<file path="src/rtl/log_addr_ctrl.sv">
// ---------------------------------------------------------------------------
// log_addr_ctrl
// Write/read address controller for the sample-log RAM.
//   mode 0 : one-shot fill of the whole buffer, addresses 0 .. DEPTH-1.
//   mode 1 : circular capture until a trigger is seen, then a programmable
//            number of post-trigger writes.
// After capture the block sits in FULL and serves read addresses from the
// micro until i_clear returns it to IDLE.
//
// Ports
//   clock             rising-edge system clock
//   i_reset           synchronous active-high reset
//   i_run_log         level, capture enabled
//   i_mode            capture mode, latched on IDLE->ARMED
//   i_trigger         trigger qualifier (ARMED, mode 1)
//   i_post_len        writes after the trigger write, latched on trigger
//   i_read_log        in FULL: load o_addr from i_addr_log_to_mem
//   i_addr_log_to_mem read address from the micro
//   i_clear           return to IDLE and drop captured status
//   o_addr            RAM address (write in ARMED/POST, read in FULL)
//   o_wr_en           RAM write strobe
//   o_mem_full        capture finished, buffer readable
//   o_busy            ARMED or POST
//   o_trig_seen       trigger accepted in this capture
//   o_trig_addr       address written in the trigger cycle
//   o_oldest_addr     address of the oldest valid sample
// ---------------------------------------------------------------------------
module log_addr_ctrl #(
    parameter int ADDR_W = 15
) (
    input  logic              clock,
    input  logic              i_reset,
    input  logic              i_run_log,
    input  logic              i_mode,
    input  logic              i_trigger,
    input  logic [ADDR_W-1:0] i_post_len,
    input  logic              i_read_log,
    input  logic [ADDR_W-1:0] i_addr_log_to_mem,
    input  logic              i_clear,
    output logic [ADDR_W-1:0] o_addr,
    output logic              o_wr_en,
    output logic              o_mem_full,
    output logic              o_busy,
    output logic              o_trig_seen,
    output logic [ADDR_W-1:0] o_trig_addr,
    output logic [ADDR_W-1:0] o_oldest_addr
);

    typedef enum logic [1:0] {
        S_IDLE  = 2'd0,
        S_ARMED = 2'd1,
        S_POST  = 2'd2,
        S_FULL  = 2'd3
    } state_t;

    localparam logic [ADDR_W-1:0] ADDR_MAX = '1;
    localparam logic [ADDR_W-1:0] CNT_ONE  = ADDR_W'(1);

    state_t            state_reg, state_next;
    logic              mode_reg, mode_next;
    logic              wrapped_reg, wrapped_next;
    logic [ADDR_W-1:0] cnt_reg, cnt_next;
    logic [ADDR_W-1:0] addr_reg, addr_next;
    logic              wr_en_reg, wr_en_next;
    logic              full_reg, full_next;
    logic              busy_reg, busy_next;
    logic              seen_reg, seen_next;
    logic [ADDR_W-1:0] trig_addr_reg, trig_addr_next;
    logic [ADDR_W-1:0] oldest_reg, oldest_next;

    logic [ADDR_W-1:0] addr_inc;
    logic              addr_at_max;
    logic              trig_accept;

    assign addr_inc    = addr_reg + 1'b1;   // natural modulo-DEPTH wrap
    assign addr_at_max = (addr_reg == ADDR_MAX);
    // A trigger only counts while the capture is still running; a cycle that
    // drops i_run_log truncates instead.
    assign trig_accept = (state_reg == S_ARMED) && mode_reg && i_run_log && i_trigger;

    // ---------------- state and output registers ----------------
    always_ff @(posedge clock) begin
        if (i_reset) begin
            state_reg     <= S_IDLE;
            mode_reg      <= 1'b0;
            wrapped_reg   <= 1'b0;
            cnt_reg       <= '0;
            addr_reg      <= '0;
            wr_en_reg     <= 1'b0;
            full_reg      <= 1'b0;
            busy_reg      <= 1'b0;
            seen_reg      <= 1'b0;
            trig_addr_reg <= '0;
            oldest_reg    <= '0;
        end else begin
            state_reg     <= state_next;
            mode_reg      <= mode_next;
            wrapped_reg   <= wrapped_next;
            cnt_reg       <= cnt_next;
            addr_reg      <= addr_next;
            wr_en_reg     <= wr_en_next;
            full_reg      <= full_next;
            busy_reg      <= busy_next;
            seen_reg      <= seen_next;
            trig_addr_reg <= trig_addr_next;
            oldest_reg    <= oldest_next;
        end
    end

    // ---------------- next-state logic ----------------
    always_comb begin
        state_next = state_reg;
        case (state_reg)
            S_IDLE: begin
                if (i_run_log)
                    state_next = S_ARMED;
            end
            S_ARMED: begin
                if (!i_run_log)
                    state_next = S_FULL;
                else if (!mode_reg) begin
                    if (addr_at_max)
                        state_next = S_FULL;
                end else if (i_trigger)
                    state_next = (i_post_len == '0) ? S_FULL : S_POST;
            end
            S_POST: begin
                if (!i_run_log || cnt_reg == CNT_ONE)
                    state_next = S_FULL;
            end
            S_FULL: state_next = S_FULL;
            default: state_next = S_IDLE;
        endcase
        if (i_clear)
            state_next = S_IDLE;
    end

    // ---------------- datapath / output next values ----------------
    always_comb begin
        mode_next      = mode_reg;
        wrapped_next   = wrapped_reg;
        cnt_next       = cnt_reg;
        addr_next      = addr_reg;
        seen_next      = seen_reg;
        trig_addr_next = trig_addr_reg;
        oldest_next    = oldest_reg;

        case (state_reg)
            S_IDLE: begin
                addr_next = '0;
                if (state_next == S_ARMED) begin
                    mode_next      = i_mode;
                    wrapped_next   = 1'b0;
                    seen_next      = 1'b0;
                    trig_addr_next = '0;
                    oldest_next    = '0;
                end
            end
            S_ARMED, S_POST: begin
                addr_next = addr_inc;
                // Only circular captures can have overwritten old samples.
                if (mode_reg && addr_at_max)
                    wrapped_next = 1'b1;
                if (trig_accept) begin
                    trig_addr_next = addr_reg;
                    seen_next      = 1'b1;
                    cnt_next       = i_post_len;
                end
                if (state_reg == S_POST)
                    cnt_next = cnt_reg - 1'b1;
            end
            S_FULL: begin
                if (i_read_log)
                    addr_next = i_addr_log_to_mem;
            end
            default: ;
        endcase

        // On entering FULL the next write address is where the oldest
        // surviving sample sits once the buffer has wrapped.
        if (state_next == S_FULL && state_reg != S_FULL)
            oldest_next = wrapped_next ? addr_next : '0;

        if (i_clear) begin
            addr_next      = '0;
            wrapped_next   = 1'b0;
            seen_next      = 1'b0;
            trig_addr_next = '0;
            oldest_next    = '0;
        end

        wr_en_next = (state_next == S_ARMED) || (state_next == S_POST);
        busy_next  = wr_en_next;
        full_next  = (state_next == S_FULL);
    end

    assign o_addr        = addr_reg;
    assign o_wr_en       = wr_en_reg;
    assign o_mem_full    = full_reg;
    assign o_busy        = busy_reg;
    assign o_trig_seen   = seen_reg;
    assign o_trig_addr   = trig_addr_reg;
    assign o_oldest_addr = oldest_reg;

endmodule
</file>
<file path="config.mk">
export PLATFORM = sky130hd
export DESIGN_NAME = log_addr_ctrl
export DESIGN_NICKNAME = d
export VERILOG_FILES = /design/src/rtl/log_addr_ctrl.sv
export SDC_FILE = /design/constraint.sdc
export NUM_CORES = 1
export LEC_CHECK = 0
export CAP_MARGIN = 20
export CORE_UTILIZATION = 45
export CTS_CLUSTER_SIZE = 28
export DETAILED_ROUTE_END_ITERATION = 8
export GPL_TIMING_DRIVEN = 0
export PLACE_DENSITY = 0.77
export SLEW_MARGIN = 20
export SYNTH_ARGS = -nofsm -noshare
export SYNTH_HDL_FRONTEND = slang
export SYNTH_SLANG_ARGS = --single-unit
</file>
<file path="constraint.sdc">
create_clock -name clock -period 2.7 [get_ports clock]
set_input_delay 0.54 -clock clock [delete_from_list [all_inputs] [get_ports clock]]
set_output_delay 0.54 -clock clock [all_outputs]
set_load 0.02 [all_outputs]
</file>
==> impl_metrics.py <==
metrics = {
    "status": {
        "status": "finished, violations left",
        "violations": "negative setup slack",
    },
    "flow_run": {
        "drv_cap": 0,
    },
    "finish": {
        "antenna_cells": 0,
        "fin_cells": 624,
        "fin_area_um2": 5210,
        "fin_util": 0.710,
        "finish.net_count": 566,
        "final_layout_size_suffix_gt1_frac": 0.236,
        "syn_to_final_growth_pct": 50.3,
    },
    "grt": {
        "track_usage": 0.265,
        "grt_pass1_wl_mm": 17.1,
        "grt_pass1_vias": 3338,
        "grt_max_degree": 13,
        "antenna_found_initial": 0,
        "grt_overflow_total": 0,
    },
    "hold_path": {
        "min_path_type": "register to register",
    },
    "floorplanning": {
        "io_pins": 86,
        "core-area_um2": 7330,
        "initial_utilization": 0.473,
        "core.rowCount": 31,
        "dieArea_um2": 8060,
        "die_x_um": 89.8,
        "die_h_um": 89.8,
    },
    "logic_synthesis": {
        "syn_nets": 448,
        "synth_seq_cells": 67,
        "synth_area_per_cell_um2": 8.62,
        "synth_largest_area_cell": "dfxtp_1",
        "seq_area_frac_synth": 0.387,
        "ys_async_sr_fraction": 0,
        "yosysMostFrequentCell": "dfxtp_1",
        "yosysWarnings": 0,
        "synth_common_cells": "dfxtp_1 (67), nor2_1 (32), nand2_1 (24), nor2b_1 (20)",
        "synth_top_area_frac": 0.387,
        "synth-main-ff-cell": "dfxtp_1",
        "synth_edf_count": 0,
        "syn-cell-area_um2": 3470,
        "synth_cell_types": 59,
        "synthCells": 402,
        "synthTopCellsByArea": "dfxtp_1 (39%), a22o_1 (3.8%), nor2b_1 (3.6%)",
    },
    "clocking": {
        "h-tree-depth": 3,
        "clock_latency_ns": 0.36,
        "cts_sinks": 67,
        "clk_pin_slew_ns": 0.08,
        "cts_tree": "built",
        "numCtsBuffers": 9,
        "clock_path_buffers": 2,
        "root_buffer": "clkbuf_8",
    },
    "critical_path": {
        "timing.critical_path.buf_inv": 4,
        "crit_slowest_cell": "or4_4",
        "critPathLaunch": "i_post_len[8]",
        "reg2reg_to": "o_oldest_addr[7]$_SDFFE_PP0P_",
        "cp_num_cells": 14,
        "critical_path_peak_fanout": 5,
        "start_kind": "input port",
        "arrival_ns": 3.10,
        "r2r_setup_slack_ns": -0.10,
        "timing.rr.start": "o_addr[3]$_SDFF_PP0_",
        "worst-r2r-cell-count": 14,
        "max_stage_delay_ns": 0.54,
        "path_cells": "buf_6 > or4_4 > nor4_4 > nand4b_1 > a31o_2 > a21oi_2 > buf_4 > buf_4 > ha_2 > nand2_2 > nand2_2 > nor2_4 > clkbuf_8 > a22o_1",
        "end_kind": "register",
        "worstSetupEndpoint": "o_oldest_addr[7]$_SDFFE_PP0P_",
        "crit_type": "input port to register",
        "cp_top_family": "simple AND/OR/NAND/NOR gates",
        "worstPathRequired_ns": 2.94,
    },
    "power": {
        "power.leakage_nw": 1.86,
        "peakVddDrop_mv": 0.232,
        "power_density_nw_per_um2": 486,
        "power_mw": 2.53,
    },
    "drt": {
        "vias_per_cell": 5.87,
        "firstDrtPassIters": 5,
        "num_vias": 3665,
        "routed_wl_mm": 11.1,
        "wl_per_cell_um": 17.7,
        "ant_nets": 0,
        "drt-initial-drc-count": 308,
        "drc": 0,
    },
    "timing": {
        "rsz0062_at_grt": "true",
        "fin_crit_ns": 2.86,
        "slew_viol_final": 0,
        "tightest_slew_ns": 0.827,
        "fin_crit_sh": 1.06,
        "finClkSkew_ns": 0.00985,
        "hold_violations": 0,
        "setup_ws_ns": -0.162,
        "maxSlewHeadroom": 0.444,
        "fmax_mhz": 349,
        "setup_viol": 30,
        "hold_ws_ns": 0.482,
        "setup_tns_ns": -3.11,
    },
    "placement": {
        "io_buffers": 84,
        "placed_area_um2": 4450,
        "hpwl_mm": 7.06,
        "placedCellCount": 585,
        "globalplace.congestion": 0.907,
        "dp_slack_ns": -0.983,
    },
}
-- layout make-up --
cell class | count | area, µm²
clock inverter | 6 | 136
inverter | 17 | 63.8
timing repair buffer | 107 | 1050
fill | 557 | 2120
sequential | 67 | 1370
multi-input combinational | 288 | 2130
buffer | 30 | 204
clock buffer | 10 | 138
tap | 99 | 124
-- worst reg2reg max path: cells and delay by family, from the launching register on --
family / cells / cell delay, ns
adder cells (fa/ha/maj): 1 / 0.21
AND/OR/NAND/NOR: 5 / 0.72
AO/OA/AOI/OAI: 4 / 0.80
buffers and inverters: 4 / 0.62
flip-flops: 1 / 0.33
-- per-layer routing --
metal	up-vias	GRT usage	wire length [µm]
li1	1700	-	-
met1	1767	0.354	4610
met2	170	0.428	5500
met3	28	0.0406	695
met4	0	0.105	255
met5	-	0	0
-- how the worst min path moves through the flow --
stage                                              start                             end  slack, ns  cells past startpoint
after global routing       o_oldest_addr[2]$_SDFFE_PP0P_   o_oldest_addr[2]$_SDFFE_PP0P_       0.51                      1
after CTS                 o_oldest_addr[11]$_SDFFE_PP0P_  o_oldest_addr[11]$_SDFFE_PP0P_       0.49                      1
final                     o_oldest_addr[11]$_SDFFE_PP0P_  o_oldest_addr[11]$_SDFFE_PP0P_       0.48                      1
after detailed placement   o_oldest_addr[3]$_SDFFE_PP0P_   o_oldest_addr[3]$_SDFFE_PP0P_       0.47                      1
after floorplan                  cnt_reg[9]$_SDFFE_PP0P_         cnt_reg[9]$_SDFFE_PP0P_       0.45                      2
after global placement       o_trig_addr[4]$_SDFFE_PP0P_     o_trig_addr[4]$_SDFFE_PP0P_       0.46                      2
-- where the power goes --
group | total, mW | switching (mW) | internal, mW | leakage [nW]
Clock | 1.15 | 0.416 | 0.734 | 0.133
Combinational | 0.380 | 0.188 | 0.192 | 1.18
Sequential | 1.00 | 0.00845 | 0.991 | 0.547
-- what timing repair did --
| item | CTS | global route |
|---|---|---|
| pin swaps | 18 | 23 |
| hold buffers | 0 | 0 |
| buffers inserted | 9 | 11 |
| endpoints found under the setup margin | 32 | 32 |
| resized for setup | 53 | 52 |
| gates cloned | 4 | 0 |
-- cell families after synthesis --
kind of cell	count (synthesis)	share of synthesized area
xor+xnor	11	0.0278
compound gates	108	0.209
simple gates	141	0.226
fa+ha+maj	9	0.0325
buf+inv	47	0.0596
mux	19	0.0581
flops	67	0.387
-- cells in the final DEF (no fill, tap or decap), types with 3 or more instances in the layout --
master | synthesis | final
buf_4 | 1 | 18
nand2b_1 | 5 | 3
xnor2_1 | 10 | 10
a211oi_1 | 3 | 3
and3_1 | 3 | 3
nor2b_4 | 0 | 3
nor4_1 | 10 | 8
nor3_1 | 7 | 6
clkbuf_1 | 16 | 12
dfxtp_4 | 0 | 4
clkbuf_8 | 0 | 13
o22ai_1 | 10 | 10
a22o_1 | 15 | 15
ha_1 | 9 | 4
a21oi_1 | 19 | 15
o21ai_0 | 19 | 17
buf_6 | 2 | 13
mux2i_1 | 10 | 9
dfxtp_2 | 0 | 7
dfxtp_1 | 67 | 56
nand3_2 | 1 | 4
buf_2 | 9 | 4
nand4_1 | 4 | 4
or3_1 | 4 | 3
o31a_1 | 4 | 4
bufinv_16 | 0 | 4
clkdlybuf4s50_1 | 0 | 80
nand3_1 | 15 | 12
ha_2 | 0 | 4
a22oi_1 | 5 | 5
nand2_2 | 0 | 3
mux2_2 | 9 | 9
a21oi_2 | 1 | 4
nor2b_1 | 20 | 16
inv_1 | 17 | 16
nand2_1 | 24 | 21
nor2_1 | 32 | 31
a31oi_1 | 17 | 15
Power figures use the tool's default switching activity.
==> patch 1 (same flow settings) <==
`addr_reg` no longer has a reset.
--- a/src/rtl/log_addr_ctrl.sv
+++ b/src/rtl/log_addr_ctrl.sv
@@ -85,7 +85,6 @@
             mode_reg      <= 1'b0;
             wrapped_reg   <= 1'b0;
             cnt_reg       <= '0;
-            addr_reg      <= '0;
             wr_en_reg     <= 1'b0;
             full_reg      <= 1'b0;
             busy_reg      <= 1'b0;
@@ -97,7 +96,6 @@
             mode_reg      <= mode_next;
             wrapped_reg   <= wrapped_next;
             cnt_reg       <= cnt_next;
-            addr_reg      <= addr_next;
             wr_en_reg     <= wr_en_next;
             full_reg      <= full_next;
             busy_reg      <= busy_next;
@@ -105,6 +103,10 @@
             trig_addr_reg <= trig_addr_next;
             oldest_reg    <= oldest_next;
         end
+    end
+
+    always_ff @(posedge clock) begin
+        addr_reg <= addr_next;
     end
 
     // ---------------- next-state logic ----------------
Check against the original RTL: differs if i_reset is asserted again (counterexample within 4 cycles, from zero or initial values and one cycle with i_reset high); with i_reset held inactive, the same outputs for 10 cycles.
==> patch 1 against the unedited design <==
- the flow still finishes with violations (setup timing)
- die area grew 3.0%
- wire length up 12%
- total power fell by 6.7%
- synthesized cell count increased by 13%
- setup slack gained 0.026 ns
- first-iteration DRC count increased by 35%
- maximum frequency is 0.93% higher
- sequential cell count stayed put
- via count grew 11%
- final area up 4.9%
- worst hold slack lost 0.079 ns
- synthesized area grew 3.1%
- count of clock-buffer cells in the layout is 1 higher
- global-route usage up 1.1 points
==> patch 1: results (changes against the unedited design) <==
Global route
  – GRT Util Overall: 0.276 (+0.0114)
  – Largest net degree at the start of global routing: 12 (-1)

Drt
  – Met2 WL: 6.10 mm (+11%)
  – Drt wl/cell: 18.1 µm (+2.3%)
  – DR WL met3: 944 µm (+36%)
  – DR iter-0 viols: 415 (+35%)

Place
  – DP Area: 4610 µm² (+3.5%)
  – Global placement routability congestion: 0.870 (-4.0%)
  – Cell count after placement: 639 (+9.2%)
  – PortBufs: 83 (-1.2%)

Finish
  – Share of cells above drive strength 1: 0.258 (+0.0220)
  – Fillcell total: 564 (+1.3%)
  – Final #Nets: 622 (+9.9%)

Synthesis
  – Sequential element share of the synthesized area: 0.375 (-0.0117)
  – Synthesized area per cell: 7.87 µm² (-8.7%)

Worst setup path
  – Worst Path Max Fanout: 10 (+5)
  – Worst EP arrival: 3.13 ns (+0.03 ns)

Timing
  – Setup-failing EPs final: 30 (unchanged)
  – Setup_tns: -2.81 ns (+0.302 ns)
  – Rel. slew slack: 0.479 (+0.0353)
  – Final setup margin: -0.136 ns (+0.0264 ns)

Power
  – Comb pwr: 534 µW (+41%)
  – Internal Power: 1.66 mW (-13%)
  – Net Sw Frac: 0.296 (+0.0539)
  – Peak VDD IR: 0.000333 V (+44%)

Outcome
  – Failing checks: setup timing
  – Status: finished, violations left
-- patch 1: changes by cell type in the layout (fill, tap and decap cells not counted), sizes merged, moves of 6 or more --
cell / delta
o21ai: +13
a22o: -14
a31oi: -12
a21oi: +18
mux2: -6
nor2: +10
nand2: +29
nand3: +13
nor2b: -11
-- patch 1: what timing repair did --
action,in CTS,in global routing
gates resized for setup,61,64
setup buffers,23,7
gates cloned,2,1
endpoints found under the setup margin,31,31
pin swaps,25,18
-- patch 1: final cells by class --
type	instances	area share
clock inverters	5	0.00985
flip-flops and latches	67	0.254
clock buffers	11	0.0240
plain buffers	26	0.0318
well taps	102	0.0234
repair buffers	116	0.205
multi-input cells	340	0.441
inverters	16	0.0110
-- patch 1: logic make-up after synthesis --
kind of cell | Yosys count | share of synthesized area
DFF | 67 | 0.375
muxes | 17 | 0.0487
adders and majority gates | 9 | 0.0315
AOI/OAI and AO/OA | 110 | 0.190
buffers and inverters | 47 | 0.0557
and+or+nand+nor | 196 | 0.279
xor gates and xnor gates | 8 | 0.0196
-- patch 1: routing by layer --
metal  global-route usage  vias to the layer above
li1                     -                     1860
met1                0.335                     1935
met2                0.465                      223
met3               0.0670                       55
met4                0.119                        0
met5                    0                        -
-- patch 1: final timing paths --
check,startpoint,endpoint,slack [ns],cells after the start
setup / recovery,state_reg[0],o_oldest_addr[13],-0.14,15
hold / removal,i_clear,o_addr[2],0.40,2
setup reg to reg,state_reg[0],o_oldest_addr[13],-0.14,15
hold reg to reg,o_oldest_addr[4],o_oldest_addr[4],0.44,2
-- patch 1: metrics by stage --
step	utilization	hold WS, ns
6_report	0.711	0.403
3_5_place_dp	0.599	0.441
2_1_floorplan	-	0.465
4_1_cts	0.663	0.387
5_1_grt	0.711	0.390
3_3_place_gp	0.599	0.438
==> patch 2 (config.mk and constraints unchanged) <==
Without the edit above. Set the parameter `ADDR_W` to 14 (it was 15).
--- a/src/rtl/log_addr_ctrl.sv
+++ b/src/rtl/log_addr_ctrl.sv
@@ -26,7 +26,7 @@
 //   o_oldest_addr     address of the oldest valid sample
 // ---------------------------------------------------------------------------
 module log_addr_ctrl #(
-    parameter int ADDR_W = 15
+    parameter int ADDR_W = 14
 ) (
     input  logic              clock,
     input  logic              i_reset,
Interface: changed (5 resized); port bits go from 86 to 81. No check against the original RTL was run, so the function may have changed too.
==> patch 2 against the unedited design <==
- sequential share of layout area grew 2.1 points
- synthesized area decreased by 8.1%
- final area shrank 13%
- synthesized cell count down 4.2%
- critical path depth fell by 2
- sequential cell count is 4 lower
- maximum frequency is 10% higher
- first-iteration DRC count up 7.1%
- total power shrank 18%
- sequential power shrank 6%
- setup slack improved by 0.27 ns
- utilization down 5.1 points
- register-to-register slack improved by 0.21 ns
- wire length shrank 13%
- largest cell class unchanged
==> patch 2: results (changes against the unedited design) <==
Worst setup path
  – Crit Reg-Reg Startpoint: o_addr[9]
  – Worst-case reg-to-reg path depth: 10 (-4)
  – Worst EP arrival: 2.85 ns (-0.25 ns)
  – Kind of cell adding the most delay to the critical path: compound AO/OA/AOI/OAI gates
  – Max stage delay on crit path: 0.44 ns (-0.10 ns)
  – Worst Path Max Fanout: 7 (+2)

Finish
  – Final #Nets: 525 (-7.2%)
  – Share of cells above drive strength 1: 0.140 (-0.0963)
  – Non-clock buffers, area share: 0.216 (-0.0246)
  – # clk buffers: 9 (-1)
  – Area grow syn2layout: 41.5%
  – Clk tree area frac: 0.0436 (-0.00903)

Outcome
  – Status: finished, final reports clean

Place
  – DP Area: 4100 µm² (-7.9%)
  – Cell count after placement: 560 (-4.3%)
  – Place WS: -0.624 ns (+0.359 ns)
  – Global placement routability congestion: 0.853 (-6.0%)
  – PortBufs: 79 (-6.0%)

Synthesis
  – Synth area leaders: dfxtp_1, nor2_1, nand2_1
  – Mux cell area share after synthesis: 0.0456 (-0.0125)
  – Cell area after synthesis: 3180 µm² (-8.1%)
  – Synthesized area per cell: 8.27 µm² (-4.1%)
  – Synth Area in Adders: 0.0354 (+0.00287)
  – Sequential element share of the synthesized area: 0.396 (+0.00907)

Power
  – NetSw: 588 µW (-4.0%)
  – Peak VDD IR: 0.000274 V (+19%)
  – Static Leak: 1.61 nW (-13%)

Timing
  – Rel. slew slack: 0.538 (+0.0945)
  – Hold Worst Slack: 0.454 ns (-0.0284 ns)

Worst hold path
  – Hold Path End: o_oldest_addr[10]
  – Min-delay src: o_oldest_addr[10]

Global route
  – GRT Util Overall: 0.261 (-0.00358)

Drt
  – Routed via count: 3,371 (-8.0%)
  – DR iter-0 viols: 330 (+7.1%)
[patch 2: changes by cell type in the layout (fill, tap and decap cells not counted), sizes merged, moves of 5 or more]
cell	unedited run	this run
a21oi	20	29
a22o	15	7
a22oi	5	19
a31oi	17	3
buf	39	15
clkdlybuf4s50	80	75
inv	17	12
mux2	9	4
nand2	24	41
nor2	32	44
nor2b	20	3
o22ai	10	3
[patch 2: routing by layer]
metal	GRT usage	share of wire	wire, µm
met1	0.351	0.44	4220
met2	0.394	0.46	4370
met3	0.0712	0.084	807
met4	0.111	0.021	197
met5	0	0	0
[patch 2: power by group through the flow]
stage               Combinational, mW  Clock (mW)  Sequential, mW
floorplan                       0.141           0           0.967
detailed placement              0.247           0           0.966
CTS                             0.266       0.850           0.943
global placement                0.244           0           0.965
global route                    0.308       0.892           0.945
finish                          0.288       0.845           0.944
[patch 2: repair_timing]
item	4_1_cts	5_1_grt
buffers inserted	5	1
pin swaps	9	8
gates resized for setup	31	16
endpoints found under the setup margin	30	24
hold endpoints to repair	0	0
hold buffers	0	0
